$ cat src/rtl/pkg_read_pkg.sv
// Shared definitions for the packet read engine.
// Holds the FSM state encoding, the skid buffer depth and the helpers that
// turn a packet length into a block count and a last-block word index.
package pkg_read_pkg;

  typedef enum logic [1:0] {
    ST_IDLE  = 2'd0,
    ST_READ  = 2'd1,
    ST_DROP  = 2'd2,
    ST_FLUSH = 2'd3
  } state_e;

  localparam int unsigned SKID_DEPTH = 2;

  // Number of blocks holding len words: ceil(len / 2**blk_log2).
  function automatic int unsigned blk_count(input int unsigned len,
                                            input int unsigned blk_log2);
    return (len + (32'd1 << blk_log2) - 32'd1) >> blk_log2;
  endfunction

  // Index of the final word inside the last block; a zero tail means the
  // last block is full.
  function automatic int unsigned last_word_idx(input int unsigned len,
                                                input int unsigned blk_log2);
    int unsigned tail;
    tail = len & ((32'd1 << blk_log2) - 32'd1);
    return (tail == 32'd0) ? (32'd1 << blk_log2) - 32'd1 : tail - 32'd1;
  endfunction

endpackage

$ cat src/rtl/pkg_read_skid.sv
// Two-entry output skid buffer for the packet word stream.
// Ports:
//   iClk, iRst       clock, asynchronous active-high reset
//   iPush/iPushData  write one entry (caller guarantees space)
//   iPop             consumer ready; pops the head when oVld
//   oVld/oData       head entry, held stable until popped
//   oCnt             current occupancy (0..2)
module pkg_read_skid
  import pkg_read_pkg::*;
#(
  parameter int unsigned W = 33
) (
  input  logic         iClk,
  input  logic         iRst,
  input  logic         iPush,
  input  logic [W-1:0] iPushData,
  input  logic         iPop,
  output logic         oVld,
  output logic [W-1:0] oData,
  output logic [1:0]   oCnt
);

  logic [W-1:0] mem_q [SKID_DEPTH];
  logic         wr_q;
  logic         rd_q;
  logic [1:0]   cnt_q;
  logic         pop;

  assign pop = iPop & (cnt_q != 2'd0);

  always_ff @(posedge iClk or posedge iRst) begin
    if (iRst) begin
      mem_q[0] <= '0;
      mem_q[1] <= '0;
      wr_q     <= 1'b0;
      rd_q     <= 1'b0;
      cnt_q    <= '0;
    end else begin
      if (iPush) begin
        mem_q[wr_q] <= iPushData;
        wr_q        <= ~wr_q;
      end
      if (pop) rd_q <= ~rd_q;
      cnt_q <= cnt_q + 2'(iPush) - 2'(pop);
    end
  end

  assign oVld  = (cnt_q != 2'd0);
  assign oData = mem_q[rd_q];
  assign oCnt  = cnt_q;

endmodule

$ cat src/rtl/pkg_read_engine.sv
// Packet read engine: walks a linked list of fixed-size blocks, reads each
// packet word through the MMU and streams it out, recycling every block
// after its last word. Drop descriptors only walk and recycle the chain.
// Ports:
//   iClk, iRst                         clock, asynchronous active-high reset
//   iDescAddr/Len/Drop, iDescVld, oDescRdy   packet descriptor
//   oLnkAddr, oLnkReq, iLnkData, iLnkVld     next-pointer read
//   oMmuBlk, oMmuWord, oMmuVld, iMmuRdy, iMmuData   word read (data +1 cycle)
//   oData, oVld, oLast, iRdy           packet word stream
//   oRcvrAddr, oRcvrVld                block recycle pulse
//   oBusy, oDropCnt                    status, saturating drop counter
module pkg_read_engine
  import pkg_read_pkg::*;
#(
  parameter int unsigned ADDR_W   = 12,
  parameter int unsigned DATA_W   = 32,
  parameter int unsigned BLK_LOG2 = 4,
  parameter int unsigned LEN_W    = 11
) (
  input  logic                iClk,
  input  logic                iRst,
  input  logic [ADDR_W-1:0]   iDescAddr,
  input  logic [LEN_W-1:0]    iDescLen,
  input  logic                iDescDrop,
  input  logic                iDescVld,
  output logic                oDescRdy,
  output logic [ADDR_W-1:0]   oLnkAddr,
  output logic                oLnkReq,
  input  logic [ADDR_W-1:0]   iLnkData,
  input  logic                iLnkVld,
  output logic [ADDR_W-1:0]   oMmuBlk,
  output logic [BLK_LOG2-1:0] oMmuWord,
  output logic                oMmuVld,
  input  logic                iMmuRdy,
  input  logic [DATA_W-1:0]   iMmuData,
  output logic [DATA_W-1:0]   oData,
  output logic                oVld,
  output logic                oLast,
  input  logic                iRdy,
  output logic [ADDR_W-1:0]   oRcvrAddr,
  output logic                oRcvrVld,
  output logic                oBusy,
  output logic [15:0]         oDropCnt
);

  localparam int unsigned CNT_W = LEN_W - BLK_LOG2 + 1;
  localparam logic [BLK_LOG2-1:0] WORD_MAX = '1;

  state_e              state_q;
  logic [ADDR_W-1:0]   blk_q;
  logic [ADDR_W-1:0]   nxt_q;
  logic                nxt_vld_q;
  logic [BLK_LOG2-1:0] word_q;
  logic [BLK_LOG2-1:0] last_idx_q;
  logic [CNT_W-1:0]    left_q;
  logic                lnk_req_q;
  logic                infl_q;
  logic                infl_last_q;
  logic [15:0]         drop_cnt_q;

  logic [CNT_W-1:0]    d_nb;
  logic [BLK_LOG2-1:0] d_last_idx;
  logic                desc_hs;
  logic                last_blk;
  logic                fin_word;
  logic                ptr_ok;
  logic                pop;
  logic [2:0]          occ_next;
  logic                credit_ok;
  logic                mmu_vld;
  logic                mmu_hs;
  logic                lnk_hs;
  logic                rcvr_vld;

  logic                skid_vld;
  logic [DATA_W:0]     skid_dout;
  logic [1:0]          skid_cnt;

  assign d_nb       = CNT_W'(blk_count(32'(iDescLen), BLK_LOG2));
  assign d_last_idx = BLK_LOG2'(last_word_idx(32'(iDescLen), BLK_LOG2));
  assign desc_hs    = iDescVld & (state_q == ST_IDLE);

  assign last_blk = (left_q == CNT_W'(1));
  assign fin_word = last_blk ? (word_q == last_idx_q) : (word_q == WORD_MAX);
  // A non-last block's final word may only be read once the next pointer is
  // held, so oMmuBlk can switch on that same handshake.
  assign ptr_ok   = last_blk | ~fin_word | nxt_vld_q;

  // Occupancy after this edge = buffered + in flight - popped now; issuing a
  // read adds one, so issue only while that stays below the buffer depth.
  assign pop       = skid_vld & iRdy;
  assign occ_next  = 3'(skid_cnt) + 3'(infl_q) - 3'(pop);
  assign credit_ok = (occ_next < 3'(SKID_DEPTH));

  assign mmu_vld = (state_q == ST_READ) & ptr_ok & credit_ok;
  assign mmu_hs  = mmu_vld & iMmuRdy;
  assign lnk_hs  = lnk_req_q & iLnkVld;

  // In DROP a non-last block is recycled only once its next pointer has been
  // read, so the link entry is never read after the block is released.
  always_comb begin
    rcvr_vld = 1'b0;
    case (state_q)
      ST_READ: rcvr_vld = mmu_hs & fin_word;
      ST_DROP: rcvr_vld = last_blk | lnk_hs;
      default: rcvr_vld = 1'b0;
    endcase
  end

  always_ff @(posedge iClk or posedge iRst) begin
    if (iRst) begin
      state_q     <= ST_IDLE;
      blk_q       <= '0;
      nxt_q       <= '0;
      nxt_vld_q   <= 1'b0;
      word_q      <= '0;
      last_idx_q  <= '0;
      left_q      <= '0;
      lnk_req_q   <= 1'b0;
      infl_q      <= 1'b0;
      infl_last_q <= 1'b0;
      drop_cnt_q  <= '0;
    end else begin
      infl_q      <= mmu_hs;
      infl_last_q <= mmu_hs & fin_word & last_blk;
      case (state_q)
        ST_IDLE: begin
          if (desc_hs) begin
            blk_q      <= iDescAddr;
            left_q     <= d_nb;
            last_idx_q <= d_last_idx;
            word_q     <= '0;
            nxt_vld_q  <= 1'b0;
            lnk_req_q  <= (d_nb > CNT_W'(1));
            if (iDescLen == '0)  state_q <= ST_FLUSH;
            else if (iDescDrop)  state_q <= ST_DROP;
            else                 state_q <= ST_READ;
          end
        end
        ST_READ: begin
          if (lnk_hs) begin
            nxt_q     <= iLnkData;
            nxt_vld_q <= 1'b1;
            lnk_req_q <= 1'b0;
          end
          if (mmu_hs) begin
            if (fin_word) begin
              if (last_blk) begin
                state_q <= ST_FLUSH;
              end else begin
                blk_q     <= nxt_q;
                nxt_vld_q <= 1'b0;
                word_q    <= '0;
                left_q    <= left_q - CNT_W'(1);
                lnk_req_q <= (left_q > CNT_W'(2));
              end
            end else begin
              word_q <= word_q + BLK_LOG2'(1);
            end
          end
        end
        ST_DROP: begin
          if (last_blk) begin
            state_q <= ST_IDLE;
            if (drop_cnt_q != 16'hFFFF) drop_cnt_q <= drop_cnt_q + 16'd1;
          end else if (lnk_hs) begin
            blk_q     <= iLnkData;
            left_q    <= left_q - CNT_W'(1);
            lnk_req_q <= (left_q > CNT_W'(2));
          end
        end
        ST_FLUSH: begin
          if ((skid_cnt == 2'd0) && !infl_q) state_q <= ST_IDLE;
        end
        default: state_q <= ST_IDLE;
      endcase
    end
  end

  pkg_read_skid #(.W(DATA_W + 1)) u_skid (
    .iClk      (iClk),
    .iRst      (iRst),
    .iPush     (infl_q),
    .iPushData ({infl_last_q, iMmuData}),
    .iPop      (iRdy),
    .oVld      (skid_vld),
    .oData     (skid_dout),
    .oCnt      (skid_cnt)
  );

  assign oDescRdy  = (state_q == ST_IDLE) & ~iRst;
  assign oLnkAddr  = blk_q;
  assign oLnkReq   = lnk_req_q;
  assign oMmuBlk   = blk_q;
  assign oMmuWord  = word_q;
  assign oMmuVld   = mmu_vld;
  assign oData     = skid_dout[DATA_W-1:0];
  assign oLast     = skid_dout[DATA_W];
  assign oVld      = skid_vld;
  assign oRcvrAddr = blk_q;
  assign oRcvrVld  = rcvr_vld;
  assign oBusy     = (state_q != ST_IDLE);
  assign oDropCnt  = drop_cnt_q;

endmodule
$ cat config.mk
export PLATFORM = sky130hd
export DESIGN_NAME = pkg_read_engine
export DESIGN_NICKNAME = d
export VERILOG_FILES = /design/src/rtl/pkg_read_pkg.sv /design/src/rtl/pkg_read_skid.sv /design/src/rtl/pkg_read_engine.sv
export SDC_FILE = /design/constraint.sdc
export NUM_CORES = 1
export LEC_CHECK = 0
export BUFFER_PORTS_ARGS = -buffer_cell sky130_fd_sc_hd__buf_2
export CAP_MARGIN = 25
export CORE_ASPECT_RATIO = 0.7
export CORE_UTILIZATION = 60
export CTS_BUF_LIST = sky130_fd_sc_hd__clkbuf_4 sky130_fd_sc_hd__clkbuf_8
export CTS_CLUSTER_SIZE = 10
export DETAILED_ROUTE_END_ITERATION = 10
export PLACE_DENSITY_LB_ADDON = 0.15
export SLEW_MARGIN = 20
export SYNTH_ARGS = -nofsm -noshare
export SYNTH_HDL_FRONTEND = slang
export SYNTH_HIERARCHICAL = 1
export SYNTH_SLANG_ARGS = --single-unit
$ cat constraint.sdc
create_clock -name iClk -period 5.1 [get_ports iClk]
set_input_delay 1.02 -clock iClk [delete_from_list [all_inputs] [get_ports iClk]]
set_output_delay 1.02 -clock iClk [all_outputs]
set_load 0.01 [all_outputs]
==> metrics.txt <==
status finished clean; fin crit period ~4400 ps; post-synthesis instance area 7240 sq um; synthesized netlist cell count 617; TNS Setup 0 ps; WHS 503 ps; Final setup viols 0; clk_lat worst skew between 400 and 500 ps; Core Region 11,700 sq um; Synth area leaders dfrtp_1, mux2_2, mux2_4; grt total ovfl 0; Async SR Flop Fraction 100%; CP Max Fanout 10; WP depth 11; max-cap violations 0; required time of the critical path ~4100 ps; reg-to-reg critical path startpoint u_skid/oCnt[1]$_DFF_PP0_; startpoint types register; # clock sinks 132; final instance area 8340 sq um; Pleak 0.00402 uW; CTS tree yes; Worst Hold Path EP oDropCnt[13]$_DFFE_PP0P_; EDFF count, synth 0; most used routing layer met2; Antenna Nets Post-Route 0; CTS clock-pin slew for the worst setup and hold paths roughly 80 ps; Hold Startpoint oDropCnt[13]$_DFFE_PP0P_; WHS Path Cells 1; Slew @ Worst Pin a little under 1000 ps; Routed WL 15,900 um; hold crit path type reg2reg; crit path capture type primary output; R2R Setup Slk ~1200 ps; fill cell count ~850; GRT Total Usage 26.3%; maximum number of pins on one net before global-route repair 71; Worst path most repeated cell nor2b_1; CTS Hold Bufs 0; Layout Nets 850; post-synthesis cell type count 62; CTS Buf Count 17; post-CTS sizing 0; Post-synth top flop dfrtp_1; register area 3300 sq um; wire per inst between 15 and 20 um; R2R cell count 11; DR vias/cell 5.79; Initial Utilization between 60% and 70%; first-pass GRT wire length 25,500 um; initial antenna violation count 0; RSZ-0062 raised after global routing no; # IOs 169; Critical Path AT between 3000 and 4000 ps; synthesis-to-layout area growth 15.2%; crit path cell chain or2_2 > and2_1 > ha_1 > nor2b_1 > fa_1 > nor2b_1 > nand3_1 > nor3_1 > o21ai_0 > a21oi_1 > buf_2; clock buffer depth 2; mean cell area of the mapped netlist approximately 12 sq um; n_diodes 0; ratio of cells with drive above 1 in the final layout 44.5%; die height 93.9 um; Pwr Total approximately 5200 uW; Buf/Inv on CP 1; Hold Vio Cnt, Final 0; max incr delay on CP roughly 450 ps; synthesis-stage register bit count 132; Synth top area share approximately 46%; Setup Skew approximately 15 ps; crit path kind reg2out; DPL Wire Length approximately 11,000 um; drt pass-1 iters 8; Power Dens Cells about 620 nW/um^2; worst rel slew slack about a third; GR Layer Usage met2 a little over two fifths; PortBufs between 150 and 200; Die W 133 um; commonest non-fill, non-tap cells in the layout buf_2, dfrtp_1, mux2_2; sequential area share after synthesis between 40% and 50%; R2R Path End oLnkAddr[7]$_DFFE_PP0P_; most common cell after layout, fill and taps aside buf_2; # Post-CTS Setup Buffers 0; syn_nets 707; GR Layer Usage met1 between 30% and 40%; H-Tree Depth 4; met3 usage slightly below 6%; vias in the first global route 5,096; root buf cell clkbuf_8; largest area contributor in the netlist dfrtp_1; # DRC 0; detailed-route via count between 5,000 and 6,000; dpl ws slightly above 800 ps; Crit-path slowest cell dfrtp_1; setup slack after layout slightly below 700 ps; initial drt markers ~350; CP startpoint u_skid/oCnt[1]$_DFF_PP0_; GPL Wtd Cong roughly 0.84; achievable frequency 0.226 GHz; maximum vdd drop 0.420 mV; Crit path max-delay family simple AND/OR/NAND/NOR gates; multi-input logic area 3480 sq um; Warnings, synthesis 6; period utilization between 80 and 90%; Max Slew Vio Count 0; FP Rows 33; die area roughly 13,000 sq um; area post-placement 7940 sq um
## cells by family (layout without fill, tap and decap cells)
logic type / count (synthesis) / in the layout / synth area share [%]
flops: 132 / 132 / 45.6
simple gates: 144 / 144 / 10.6
fa+ha+maj: 16 / 16 / 2.87
xor+xnor: 30 / 30 / 3.63
mux: 128 / 128 / 22.0
buf+inv: 72 / 228 / 6.44
compound gates: 95 / 95 / 8.78
## layer usage
layer / share of wire (%) / wire length (um)
met1: 45 / 7120
met2: 48 / 7610
met3: 6.2 / 984
met4: 1.5 / 237
met5: 0 / 0
## cells in the mapped netlist (5+ instances only)
| cell | instances |
|---|---|
| a21oi_1 | 21 |
| a22oi_1 | 15 |
| a31oi_1 | 5 |
| and2_1 | 6 |
| and4_1 | 7 |
| buf_4 | 24 |
| buf_6 | 7 |
| clkbuf_1 | 9 |
| dfrtp_1 | 132 |
| ha_1 | 15 |
| inv_1 | 23 |
| mux2_2 | 84 |
| mux2_4 | 42 |
| nand2_1 | 32 |
| nand3_1 | 12 |
| nand4_1 | 8 |
| nor2_1 | 33 |
| nor3_1 | 16 |
| o211ai_1 | 5 |
| o21ai_0 | 14 |
| o22ai_1 | 7 |
| xnor2_1 | 16 |
| xor2_1 | 14 |
## state kept, by name, summed over array words and instances, names as in the netlist
| register | count |
|---|---|
| u_skid/mem_q | 66 |
| u_skid/rd_q | 1 |
| oDropCnt | 16 |
| infl_q | 1 |
| left_q | 8 |
| state_q | 2 |
| oLnkAddr | 12 |
| oMmuWord | 4 |
| u_skid/oCnt | 2 |
| infl_last_q | 1 |
| oLnkReq | 1 |
| u_skid/wr_q | 1 |
| nxt_vld_q | 1 |
| last_idx_q | 4 |
| nxt_q | 12 |
## report_power, final
group	internal (uW)	leakage (uW)	total [uW]	switching [uW]
Sequential	1500	0.00163	1840	340
Combinational	1300	0.00219	2490	1190
Clock	453	0.000192	886	433
Total	3250	0.00402	5210	1960
## metrics by stage
| step | utilization, % | std cells |
|---|---|---|
| 2_1_floorplan | - | 617 |
| 3_3_place_gp | 67.7 | 898 |
| 3_5_place_dp | 67.7 | 898 |
| 4_1_cts | 71.1 | 930 |
| 5_1_grt | 71.1 | 930 |
| 6_report | 71.1 | 930 |
## layout make-up
class                   instances  area share [%]
inverters                      23            1.04
flip-flops and latches        132            39.6
multi-input cells             413            41.7
repair buffers                173            10.5
well taps                     157            2.36
clock inverters                13            1.80
clock buffers                  19            2.99
## worst max-delay path by stage
stage / end / slack (ps)
final: oRcvrVld / 680
after global routing: oRcvrVld / 380
after CTS: oRcvrVld / 660
after detailed placement: oRcvrVld / 820
after global placement: oRcvrVld / 900
after floorplan: oRcvrVld / 1270
No activity file was read; power rests on OpenSTA's default activity.
